===== src/rtl/quadrature_decoder.sv =====
// quadrature_decoder: synchronises and glitch-filters encoder phases A/B, then
// turns filtered phase transitions into a one-cycle count-enable pulse (step)
// plus a held direction level (down). Transitions where both phases change
// at once set a sticky error flag instead of counting.
//
// Build option: define QUADRATURE_DECODER_X4_EN to step on every valid
// transition (x4). Left undefined, only 01->00 (forward) and 00->01
// (reverse) step (x1).
//
// state_dbg exposes the FSM: 0 = INIT (settling after reset), 1 = RUN.
module quadrature_decoder #(
  parameter int FILTER_LEN = 3
) (
  input  logic       clk,
  input  logic       nrst,
  input  logic       a,
  input  logic       b,
  input  logic       err_clr,
  output logic       step,
  output logic       down,
  output logic       err,
  output logic [1:0] ab,
  output logic       state_dbg
);

  localparam int CW = $clog2(FILTER_LEN + 1);
  localparam logic [CW-1:0] CNT_LAST = CW'(FILTER_LEN - 1);
  localparam int IW = $clog2(FILTER_LEN + 3);
  localparam logic [IW-1:0] INIT_LAST = IW'(FILTER_LEN + 1);

  typedef enum logic {
    INIT = 1'b0,
    RUN  = 1'b1
  } state_t;

  state_t              state;
  logic [1:0]          sync1;     // first synchroniser stage, {a, b}
  logic [1:0]          sync2;     // synchronised phases {a_s, b_s}
  logic [1:0][CW-1:0]  flt_cnt;   // per-phase disagreement run length
  logic [IW-1:0]       init_cnt;
  logic [1:0]          ab_prev;   // filtered phases one cycle ago

  logic [1:0]          moved;
  logic                illegal;
  logic                fwd;
  logic                rev;
  logic                count;

  assign state_dbg = (state == RUN);

  // Two-flop synchroniser for both asynchronous phases.
  always_ff @(posedge clk or negedge nrst) begin
    if (!nrst) begin
      sync1 <= 2'b00;
      sync2 <= 2'b00;
    end else begin
      sync1 <= {a, b};
      sync2 <= sync1;
    end
  end

  // Per-phase glitch filter; during INIT the filtered value tracks the
  // synchronised value directly so RUN starts from the real encoder position.
  always_ff @(posedge clk or negedge nrst) begin
    if (!nrst) begin
      ab      <= 2'b00;
      flt_cnt <= '0;
    end else if (state == INIT) begin
      ab      <= sync2;
      flt_cnt <= '0;
    end else begin
      for (int i = 0; i < 2; i++) begin
        if (sync2[i] == ab[i]) begin
          flt_cnt[i] <= '0;
        end else if (flt_cnt[i] == CNT_LAST) begin
          ab[i]      <= sync2[i];
          flt_cnt[i] <= '0;
        end else begin
          flt_cnt[i] <= flt_cnt[i] + CW'(1);
        end
      end
    end
  end

  // Classify the filtered transition seen between ab_prev and ab.
  always_comb begin
    moved   = ab_prev ^ ab;
    illegal = &moved;
    fwd     = (ab_prev == 2'b00 && ab == 2'b10) ||
              (ab_prev == 2'b10 && ab == 2'b11) ||
              (ab_prev == 2'b11 && ab == 2'b01) ||
              (ab_prev == 2'b01 && ab == 2'b00);
    // Exactly one phase moved and it was not a forward move.
    rev     = (^moved) && !fwd;
`ifdef QUADRATURE_DECODER_X4_EN
    count   = fwd || rev;
`else
    count   = (fwd && ab_prev == 2'b01 && ab == 2'b00) ||
              (rev && ab_prev == 2'b00 && ab == 2'b01);
`endif
  end

  // Control FSM: settle for FILTER_LEN+2 cycles after reset, then decode.
  always_ff @(posedge clk or negedge nrst) begin
    if (!nrst) begin
      state    <= INIT;
      init_cnt <= '0;
      ab_prev  <= 2'b00;
      step     <= 1'b0;
      down     <= 1'b0;
      err      <= 1'b0;
    end else begin
      case (state)
        INIT: begin
          step    <= 1'b0;
          ab_prev <= sync2;
          err     <= err & ~err_clr;
          if (init_cnt == INIT_LAST) begin
            state <= RUN;
          end else begin
            init_cnt <= init_cnt + IW'(1);
          end
        end
        RUN: begin
          ab_prev <= ab;
          step    <= count;
          if (count) begin
            down <= rev;
          end
          // A new illegal transition wins over a simultaneous clear.
          err <= (err & ~err_clr) | illegal;
        end
        default: begin
          state <= INIT;
        end
      endcase
    end
  end

endmodule


===== config.mk =====
export PLATFORM = sky130hd
export DESIGN_NAME = quadrature_decoder
export DESIGN_NICKNAME = d
export VERILOG_FILES = /design/src/rtl/quadrature_decoder.sv
export SDC_FILE = /design/constraint.sdc
export NUM_CORES = 1
export LEC_CHECK = 0
export ABC_AREA = 1
export BUFFER_PORTS_ARGS = -buffer_cell sky130_fd_sc_hd__buf_2
export CORE_UTILIZATION = 30
export CTS_CLUSTER_DIAMETER = 120
export CTS_CLUSTER_SIZE = 40
export DETAILED_ROUTE_END_ITERATION = 8
export GPL_TIMING_DRIVEN = 0
export PLACE_DENSITY = 0.5
export SYNTH_ARGS = -nofsm -noshare
export SYNTH_HDL_FRONTEND = slang
export SYNTH_SLANG_ARGS = --single-unit

===== constraint.sdc =====
create_clock -name clk -period 2 [get_ports clk]
set_clock_uncertainty 0.1 [all_clocks]
set_input_delay 0 -clock clk [delete_from_list [all_inputs] [get_ports clk]]
set_output_delay 0 -clock clk [all_outputs]
set_load 0.005 [all_outputs]

==> impl_metrics.tcl, run 1 <==
set metrics [dict create \
    status "finished clean" \
    finalSetupViolations 0 \
    synth_top_area_share 0.577 \
    pre_cts_ws_ps 444 \
    avgSynthCellArea_um2 9.70 \
    maxSlewHeadroom 0.720 \
    startpoint_type "register" \
    p_leak_nw 0.527 \
    cts.sinks 19 \
    hold_class "input port to asynchronous set/reset pin" \
    pin_count 11 \
    overflow 0 \
    fin_cells 133 \
    cp.buffers_inverters 1 \
    drive_above_1_share 0.194 \
    cts_setup_buffers 0 \
    hold_buffers 4 \
    port_buffers 10 \
    power.total_mw 1.21 \
    synth_ff_type "dfrtp_1" \
    wire_per_inst_um 9.29 \
    drcViolationCount 0 \
    vdd_drop_max_uv 633 \
    worstPathMaxFanout 7 \
    synthTopCellsByCount "dfrtp_1, nand2_1, inv_1" \
    grt_pass1_vias 542 \
    async_flop_share 1.00 \
    cts_resized 0 \
    fin_crit_sh 0.783 \
    slowest_stage "dfrtp_1" \
    max_cap_viol_count 0 \
    antenna_violating_nets_post_route 0 \
    viasPerCell 4.30 \
    die_y_um 54.4 \
    wirelength_um 1240 \
    synth_area_leader_cell "dfrtp_1" \
    grt_antenna_before_repair 0 \
    dpl.cell_count 125 \
    slew_violations 0 \
    gp_congestion 0.656 \
    clock_latency_ps 300 \
    grt_max_degree 20 \
    yosysWarnings 0 \
    crit_arrival_ps 1670 \
    syn-cell-area_um2 825 \
    ys_top_cells_by_area "dfrtp_1, nand2_1, inv_1, ha_1, o21ai_0" \
    core_um2 2540 \
    die_area_um2 2960 \
    grt_usage 0.110 \
    firstDrtPassIters 4 \
    yosysSeqAreaShare 0.577 \
    num_rows 18 \
    finalCriticalPeriod_ps 1570 \
    tightest_slew_ps 420 \
    synth_nets 93 \
    drtIter0Drc 3 \
    timing.fmax_mhz 639 \
    htree_levels 1 \
    root_buffer "clkbuf_4" \
    setup_tns_ps 0 \
    post-synth-top-count-cell "dfrtp_1" \
    rsz0062_at_grt "false" \
    cts_made_buffers 3 \
    finalNetCount 112 \
    cp_common_cell "nand2_1" \
    clkTransAtPathRegs_ps 100 \
    critPathTopFamily "flip-flops" \
    grt_pass1_wl_um 2190 \
    synthCells 85 \
    cts_tree "done" \
    cp-end-kind "register" \
    slowest_delay_ps 390 \
    timing.final.ws_setup_ps 434 \
    fp.dieW_um 54.4 \
    crit_type "register to register" \
    ys_types 18 \
    start_util 0.324 \
    antenna_cells 0 \
    finalInstanceArea_um2 980 \
    synth-edff-count 0 \
    path_cells "buf_4 > xor2_1 > ha_1 > nand4_1 > nand2_1 > nand2_1 > nand2_1 > nand2_1" \
    ys_ff_latch 19 \
    place_area_um2 912 \
    vias 572 \
    worstPathRequired_ps 2100 \
    p_per_area_nw_per_um2 1240 \
    area_growth_pct 18.8 \
    clk_path_buf_depth 2 \
    hold_viol 0 \
]
==> final timing paths <==
| kind | from | endpoint | slack (ps) | cells after the start |
|---|---|---|---|---|
| max in group asynchronous | nrst | sync1[1]$_DFF_PN0_ | 1450 | 2 |
| setup reg to reg | ab[0]$_DFFE_PN0P_ | down$_DFFE_PN0P_ | 430 | 8 |
| hold reg to reg | sync1[1]$_DFF_PN0_ | sync2[1]$_DFF_PN0_ | 260 | 0 |
| min in group clk | b | sync1[0]$_DFF_PN0_ | 230 | 2 |
| setup / recovery | ab[0]$_DFFE_PN0P_ | down$_DFFE_PN0P_ | 430 | 8 |
| hold / removal | nrst | err$_DFF_PN0_ | 60 | 2 |
==> flip-flops by register name, indices dropped and copies added, names as in the netlist <==
signal and count:
step 1, flt_cnt 4, ab_prev 2, ab 2, init_cnt 3, sync1 2, state_dbg 1, down 1
sync2 2, err 1
==> power by group <==
group          switching [mW]  leakage, nW  internal [mW]  total (mW)
sequential             0.0599        0.227          0.487       0.546
combinational           0.255        0.282          0.218       0.473
clock                   0.117       0.0177         0.0746       0.192
total                   0.432        0.527          0.779        1.21
==> cells by family (layout without fill, tap and decap cells) <==
group | Yosys count | count (layout) | share of synthesized area
and+or+nand+nor | 29 | 29 | 0.155
DFF | 19 | 19 | 0.577
buffers and inverters | 19 | 37 | 0.105
AOI/OAI and AO/OA | 9 | 9 | 0.0546
xor gates and xnor gates | 6 | 6 | 0.0637
adders and majority gates | 3 | 3 | 0.0455
==> layout by cell type, fill, tap and decap left out, drive strengths merged, types with 4 or more instances in the layout <==
cell type	n
o21ai	7
dfrtp	19
buf	13
inv	16
dlygate4sd3	4
nand2	18
==> per-layer routing <==
metal / share of wire / vias to the layer above / global-route usage
met2: 0.46 / 14 / 0.189
met1: 0.47 / 259 / 0.113
met4: 0.0097 / 0 / 0.0385
li1: - / 297 / -
met3: 0.054 / 2 / 0.0583
met5: 0 / - / 0
==> layout make-up <==
class                   instances  area, µm²
inverters                      16       60.1
repair buffers                 14       90.1
clock inverters                 1       5.00
plain buffers                   3       26.3
fillers                       261       1570
flip-flops and latches         19        475
well taps                      30       37.5
multi-input cells              47        263
clock buffers                   3       22.5
==> metrics by stage <==
step           utilization  hold WS (ps)
2_1_floorplan            -          -396
3_3_place_gp         0.358          -136
3_5_place_dp         0.358          -138
4_1_cts              0.385          58.5
5_1_grt              0.385           101
6_report             0.385          60.4
Power figures use the tool's default switching activity.
==> run 2: changes to the inputs <==
--- a/config.mk
+++ b/config.mk
@@ -12,7 +12,7 @@
 export CTS_CLUSTER_SIZE = 40
 export DETAILED_ROUTE_END_ITERATION = 8
 export GPL_TIMING_DRIVEN = 0
-export PLACE_DENSITY = 0.5
+export PLACE_DENSITY = 0.52
 export SYNTH_ARGS = -nofsm -noshare
 export SYNTH_HDL_FRONTEND = slang
 export SYNTH_SLANG_ARGS = --single-unit
==> constraint.sdc (replaced) <==
create_clock -name clk -period 1.26 [get_ports clk]
set_clock_uncertainty 0.1 [all_clocks]
set_input_delay 0 -clock clk [delete_from_list [all_inputs] [get_ports clk]]
set_output_delay 0 -clock clk [all_outputs]
set_load 0.005 [all_outputs]
==> impl_metrics.tcl, run 2 (synthesis gave the netlist of run 1 again) <==
set metrics [dict create \
    hold_slack_ps 48.0 \
    overflow 0 \
    grt_pass1_vias 522 \
    antenna_cells 0 \
    crit_arrival_ps 1640 \
    hold_class "input port to asynchronous set/reset pin" \
    hpwl_um 861 \
    setup_tns_ps -480 \
    drive_above_1_share 0.269 \
    start_util 0.324 \
    grt_usage 0.104 \
    status "finished with violations" \
    die_y_um 54.4 \
    fin_crit_sh 1.22 \
    fillerInstances 252 \
    cts_tree "done" \
    violations "setup timing" \
    regMostFlops "flt_cnt" \
    crit_type "register to register" \
    layout_common_cells "dfrtp_1, nand2_1, inv_1, buf_2" \
    largest_reg_flops 4 \
    num_rows 18 \
    clk_path_buf_depth 2 \
    cts.sinks 19 \
    wire_per_inst_um 9.41 \
    gp_congestion 0.664 \
    drcViolationCount 0 \
    fin_util 0.404 \
    timing.final.ws_setup_ps -283 \
    hold_viol 0 \
    clock_latency_ps 300 \
    pre_cts_ws_ps -258 \
    port_buffers 10 \
    area_growth_pct 24.6 \
    viasPerCell 4.28 \
    rsz0062_at_grt "true" \
    grt_antenna_before_repair 0 \
    multi_input_area_um2 270 \
    worstPathRequired_ps 1360 \
    maxSlewHeadroom 0.726 \
    clkTransAtPathRegs_ps 110 \
    antenna_violating_nets_post_route 0 \
    p_leak_nw 0.548 \
    finalCriticalPeriod_ps 1540 \
    max_cap_viol_count 0 \
    vias 591 \
    vdd_drop_max_uv 939 \
    root_buffer "clkbuf_4" \
    startpoint_type "register" \
    htree_levels 1 \
    timing.fmax_mhz 648 \
    power.total_mw 2.10 \
    grt_max_degree 20 \
    seq_area_um2 475 \
    grt_pass1_wl_um 2100 \
    finalSetupViolations 2 \
    final_common_cell "dfrtp_1" \
    tightest_slew_ps 411 \
    cp-end-kind "register" \
    p_per_area_nw_per_um2 2040 \
    drtIter0Drc 7 \
    reg.largest.list "flt_cnt (4), init_cnt (3)" \
    core_um2 2540 \
    fp.dieW_um 54.4 \
    rrSetupSlack_ps -280 \
    die_area_um2 2960 \
    cts_made_buffers 3 \
    pin_count 11 \
    finalNetCount 117 \
    wirelength_um 1300 \
    worstPathMaxFanout 4 \
    firstDrtPassIters 4 \
    slew_violations 0 \
]
run 2: changes by cell type in the layout (fill, tap and decap cells not counted), sizes merged:
cell	previous run	this run
buf	13	18
clkinv	1	0
clkinvlp	0	1
run 2: final cells by class:
class                      instances  area share
buffer                             2      0.0183
multi-input combinational         47       0.263
clock buffer                       3      0.0219
sequential                        19       0.463
tap                               30      0.0365
timing repair buffer              20       0.132
inverter                          16      0.0585
clock inverter                     1     0.00731
run 2: final timing paths:
kind                                     from                    to  depth (start not counted)
setup reg to reg            ab[1]$_DFFE_PN0P_      down$_DFFE_PN0P_                          8
min in group clk                            b    sync1[0]$_DFF_PN0_                          2
setup / recovery            ab[1]$_DFFE_PN0P_      down$_DFFE_PN0P_                          8
hold reg to reg            sync1[1]$_DFF_PN0_    sync2[1]$_DFF_PN0_                          0
max in group asynchronous                nrst        step$_DFF_PN0_                          2
hold / removal                           nrst  flt_cnt[3]$_DFF_PN0_                          2
run 2: layer usage:
| layer | up-vias | routed length, µm | global-route usage |
|---|---|---|---|
| li1 | 309 | - | - |
| met1 | 268 | 645 | 0.117 |
| met2 | 12 | 585 | 0.171 |
| met3 | 2 | 60 | 0.0583 |
| met4 | 0 | 8 | 0.0256 |
| met5 | - | 0 | 0 |
run 2: what timing repair did:
item                                    in CTS  in global routing
cloned                                       0                  0
hold endpoints to repair                    22                  0
setup buffers                                1                  5
gates resized for setup                      0                  4
endpoints found under the setup margin       2                  4
hold buffers                                 4                  0
pin swaps                                    2                  3
run 2: per-stage QoR:
step | cells | area, µm²
floorplan | 85 | 828
global placement | 125 | 916
detailed placement | 125 | 916
CTS | 134 | 993
global route | 138 | 1030
finish | 138 | 1030
run 2: worst max-delay path, cell delays in order (launching register included):
cell and delay, ps:
dfrtp_1 400, buf_6 130, xor2_1 130, ha_1 300, nand4_1 110, nand2_2 110, nand2_2 50, nand2_1 50
nand2_1 50
run 2: power breakdown:
part           leakage, nW  internal [mW]  switching [mW]
combinational        0.307          0.462           0.446
clock               0.0139          0.121           0.194
sequential           0.227          0.772           0.104
total                0.548           1.36           0.744
==> run 3: changes to the inputs <==
--- a/config.mk
+++ b/config.mk
@@ -7,12 +7,14 @@
 export LEC_CHECK = 0
 export ABC_AREA = 1
 export BUFFER_PORTS_ARGS = -buffer_cell sky130_fd_sc_hd__buf_2
+export CELL_PAD_IN_SITES_DETAIL_PLACEMENT = 1
+export CELL_PAD_IN_SITES_GLOBAL_PLACEMENT = 1
 export CORE_UTILIZATION = 30
 export CTS_CLUSTER_DIAMETER = 120
 export CTS_CLUSTER_SIZE = 40
 export DETAILED_ROUTE_END_ITERATION = 8
 export GPL_TIMING_DRIVEN = 0
-export PLACE_DENSITY = 0.52
+export PLACE_DENSITY = 0.63
 export SYNTH_ARGS = -nofsm -noshare
 export SYNTH_HDL_FRONTEND = slang
 export SYNTH_SLANG_ARGS = --single-unit
==> impl_metrics.tcl, run 3 (synthesis gave the netlist of run 1 again) <==
set metrics [dict create \
    status "finished with violations" \
    violations "setup timing" \
    firstDrtPassIters 2 \
    slowest_stage "dfrtp_1" \
    root_buffer "clkbuf_4" \
    setup_tns_ps -425 \
    start_util 0.324 \
    hpwl_um 955 \
    worstPathRequired_ps 1360 \
    clk_path_buf_depth 2 \
    top_layer_used "met4" \
    multi_input_area_um2 265 \
    clock_latency_ps 300 \
    die_area_um2 2960 \
    antenna_cells 0 \
    layout_common_cells "dfrtp_1, nand2_1, inv_1, buf_2, o21ai_0" \
    vdd_drop_max_uv 758 \
    timing.final.ws_setup_ps -251 \
    regMostFlops "flt_cnt" \
    cts_made_buffers 3 \
    p_per_area_nw_per_um2 1990 \
    drtIter0Drc 4 \
    worstPathMaxFanout 4 \
    seq_area_um2 475 \
    slew_violations 0 \
    routed-wl-met2_um 679 \
    grt_antenna_before_repair 0 \
    wl_met3_um 41 \
    vias 598 \
    antenna_violating_nets_post_route 0 \
    hold_slack_ps 56.7 \
    fin_crit_sh 1.20 \
    fin_util 0.392 \
    cp-startpoint "ab[1]$_DFFE_PN0P_" \
    pre_cts_ws_ps -280 \
    htree_levels 1 \
    wire_per_inst_um 10.3 \
    cts_tree "done" \
    viasPerCell 4.43 \
    drive_above_1_share 0.219 \
    maxSlewHeadroom 0.712 \
    final_common_cell "dfrtp_1" \
    drt-met1-wl_um 657 \
    hold_viol 0 \
    tightest_slew_ps 432 \
    fillerInstances 299 \
    port_buffers 10 \
    gp_congestion 0.674 \
    area_growth_pct 20.9 \
    cts.sinks 19 \
    grt_pass1_vias 567 \
    reg2reg_depth 8 \
    crit_arrival_ps 1610 \
    startpoint_type "register" \
    finalCriticalPeriod_ps 1510 \
    grt_usage 0.113 \
    grt_pass1_wl_um 2280 \
    num_rows 18 \
    pin_count 11 \
    overflow 0 \
    clkTransAtPathRegs_ps 120 \
    hold_class "input port to asynchronous set/reset pin" \
    largest_reg_flops 4 \
    wirelength_um 1390 \
    cp-end-kind "register" \
    r2r-start "ab[1]$_DFFE_PN0P_" \
    slowest_delay_ps 400 \
    finalNetCount 114 \
    drcViolationCount 0 \
    die_y_um 54.4 \
    timing.rr.end "down$_DFFE_PN0P_" \
    grt_max_degree 20 \
    reg.largest.list "flt_cnt (4), init_cnt (3)" \
    p_leak_nw 0.537 \
    rrSetupSlack_ps -250 \
    crit_type "register to register" \
    fp.dieW_um 54.4 \
    cp_common_cell "nand2_1" \
    core_um2 2540 \
    path_cells "buf_6 > xor2_1 > ha_1 > nand4_1 > nand2_1 > nand2_1 > nand2_1 > nand2_1" \
    rsz0062_at_grt "true" \
    timing.fmax_mhz 662 \
    finalSetupViolations 2 \
    max_cap_viol_count 0 \
]
-- run 3: cell count changes in the layout (fill, tap and decap cells not counted) --
cell	change
inv_2	-1
clkinv_2	+1
buf_4	-3
nand2_2	-2
inv_1	+1
clkinvlp_4	-1
nand2_1	+2
-- run 3: how the worst max path moves through the flow --
stage                  endpoint  slack (ps)
3_5_place_dp   down$_DFFE_PN0P_        -280
4_1_cts        down$_DFFE_PN0P_        -280
2_1_floorplan  down$_DFFE_PN0P_        -200
6_report       down$_DFFE_PN0P_        -250
3_3_place_gp   down$_DFFE_PN0P_        -250
5_1_grt        down$_DFFE_PN0P_        -340
-- run 3: area by class of cell --
cell class / count / area share
multi-input cells: 47 / 0.266
plain buffers: 2 / 0.0188
clock inverters: 1 / 0.00502
clock buffers: 3 / 0.0226
inverters: 16 / 0.0602
well taps: 30 / 0.0376
flip-flops and latches: 19 / 0.477
repair buffers: 17 / 0.113
-- run 3: worst max-delay path: cells and delay by family (launching register included) --
kind                     cells  cell delay (ps)
flip-flops                   1              400
buffers and inverters        1              130
AND/OR/NAND/NOR              5              370
XOR/XNOR                     1              130
adder cells (fa/ha/maj)      1              300
-- run 3: per-stage QoR --
stage	total power, mW	instance area (µm²)	cells
after floorplan	1.45	828	85
after global placement	1.63	916	125
after detailed placement	1.66	916	125
after CTS	2.01	991	134
after global routing	2.19	997	135
final	1.99	997	135
-- run 3: metal layers --
| metal | GRT usage | vias to the layer above |
|---|---|---|
| met5 | 0 | - |
| met4 | 0.0641 | 0 |
| met3 | 0.0333 | 2 |
| met2 | 0.195 | 8 |
| met1 | 0.120 | 286 |
| li1 | - | 302 |
-- run 3: repair_timing --
item                                   4_1_cts  5_1_grt
gates resized for setup                      0        1
pin swaps                                    2        3
buffers inserted                             1        2
endpoints found under the hold margin       22        0
hold buffers                                 4        0
setup endpoints to repair                    2        5
-- run 3: where the power goes --
group	switching (mW)	internal [mW]	total (mW)
Sequential	0.108	0.772	0.881
Clock	0.194	0.118	0.312
Combinational	0.413	0.382	0.794
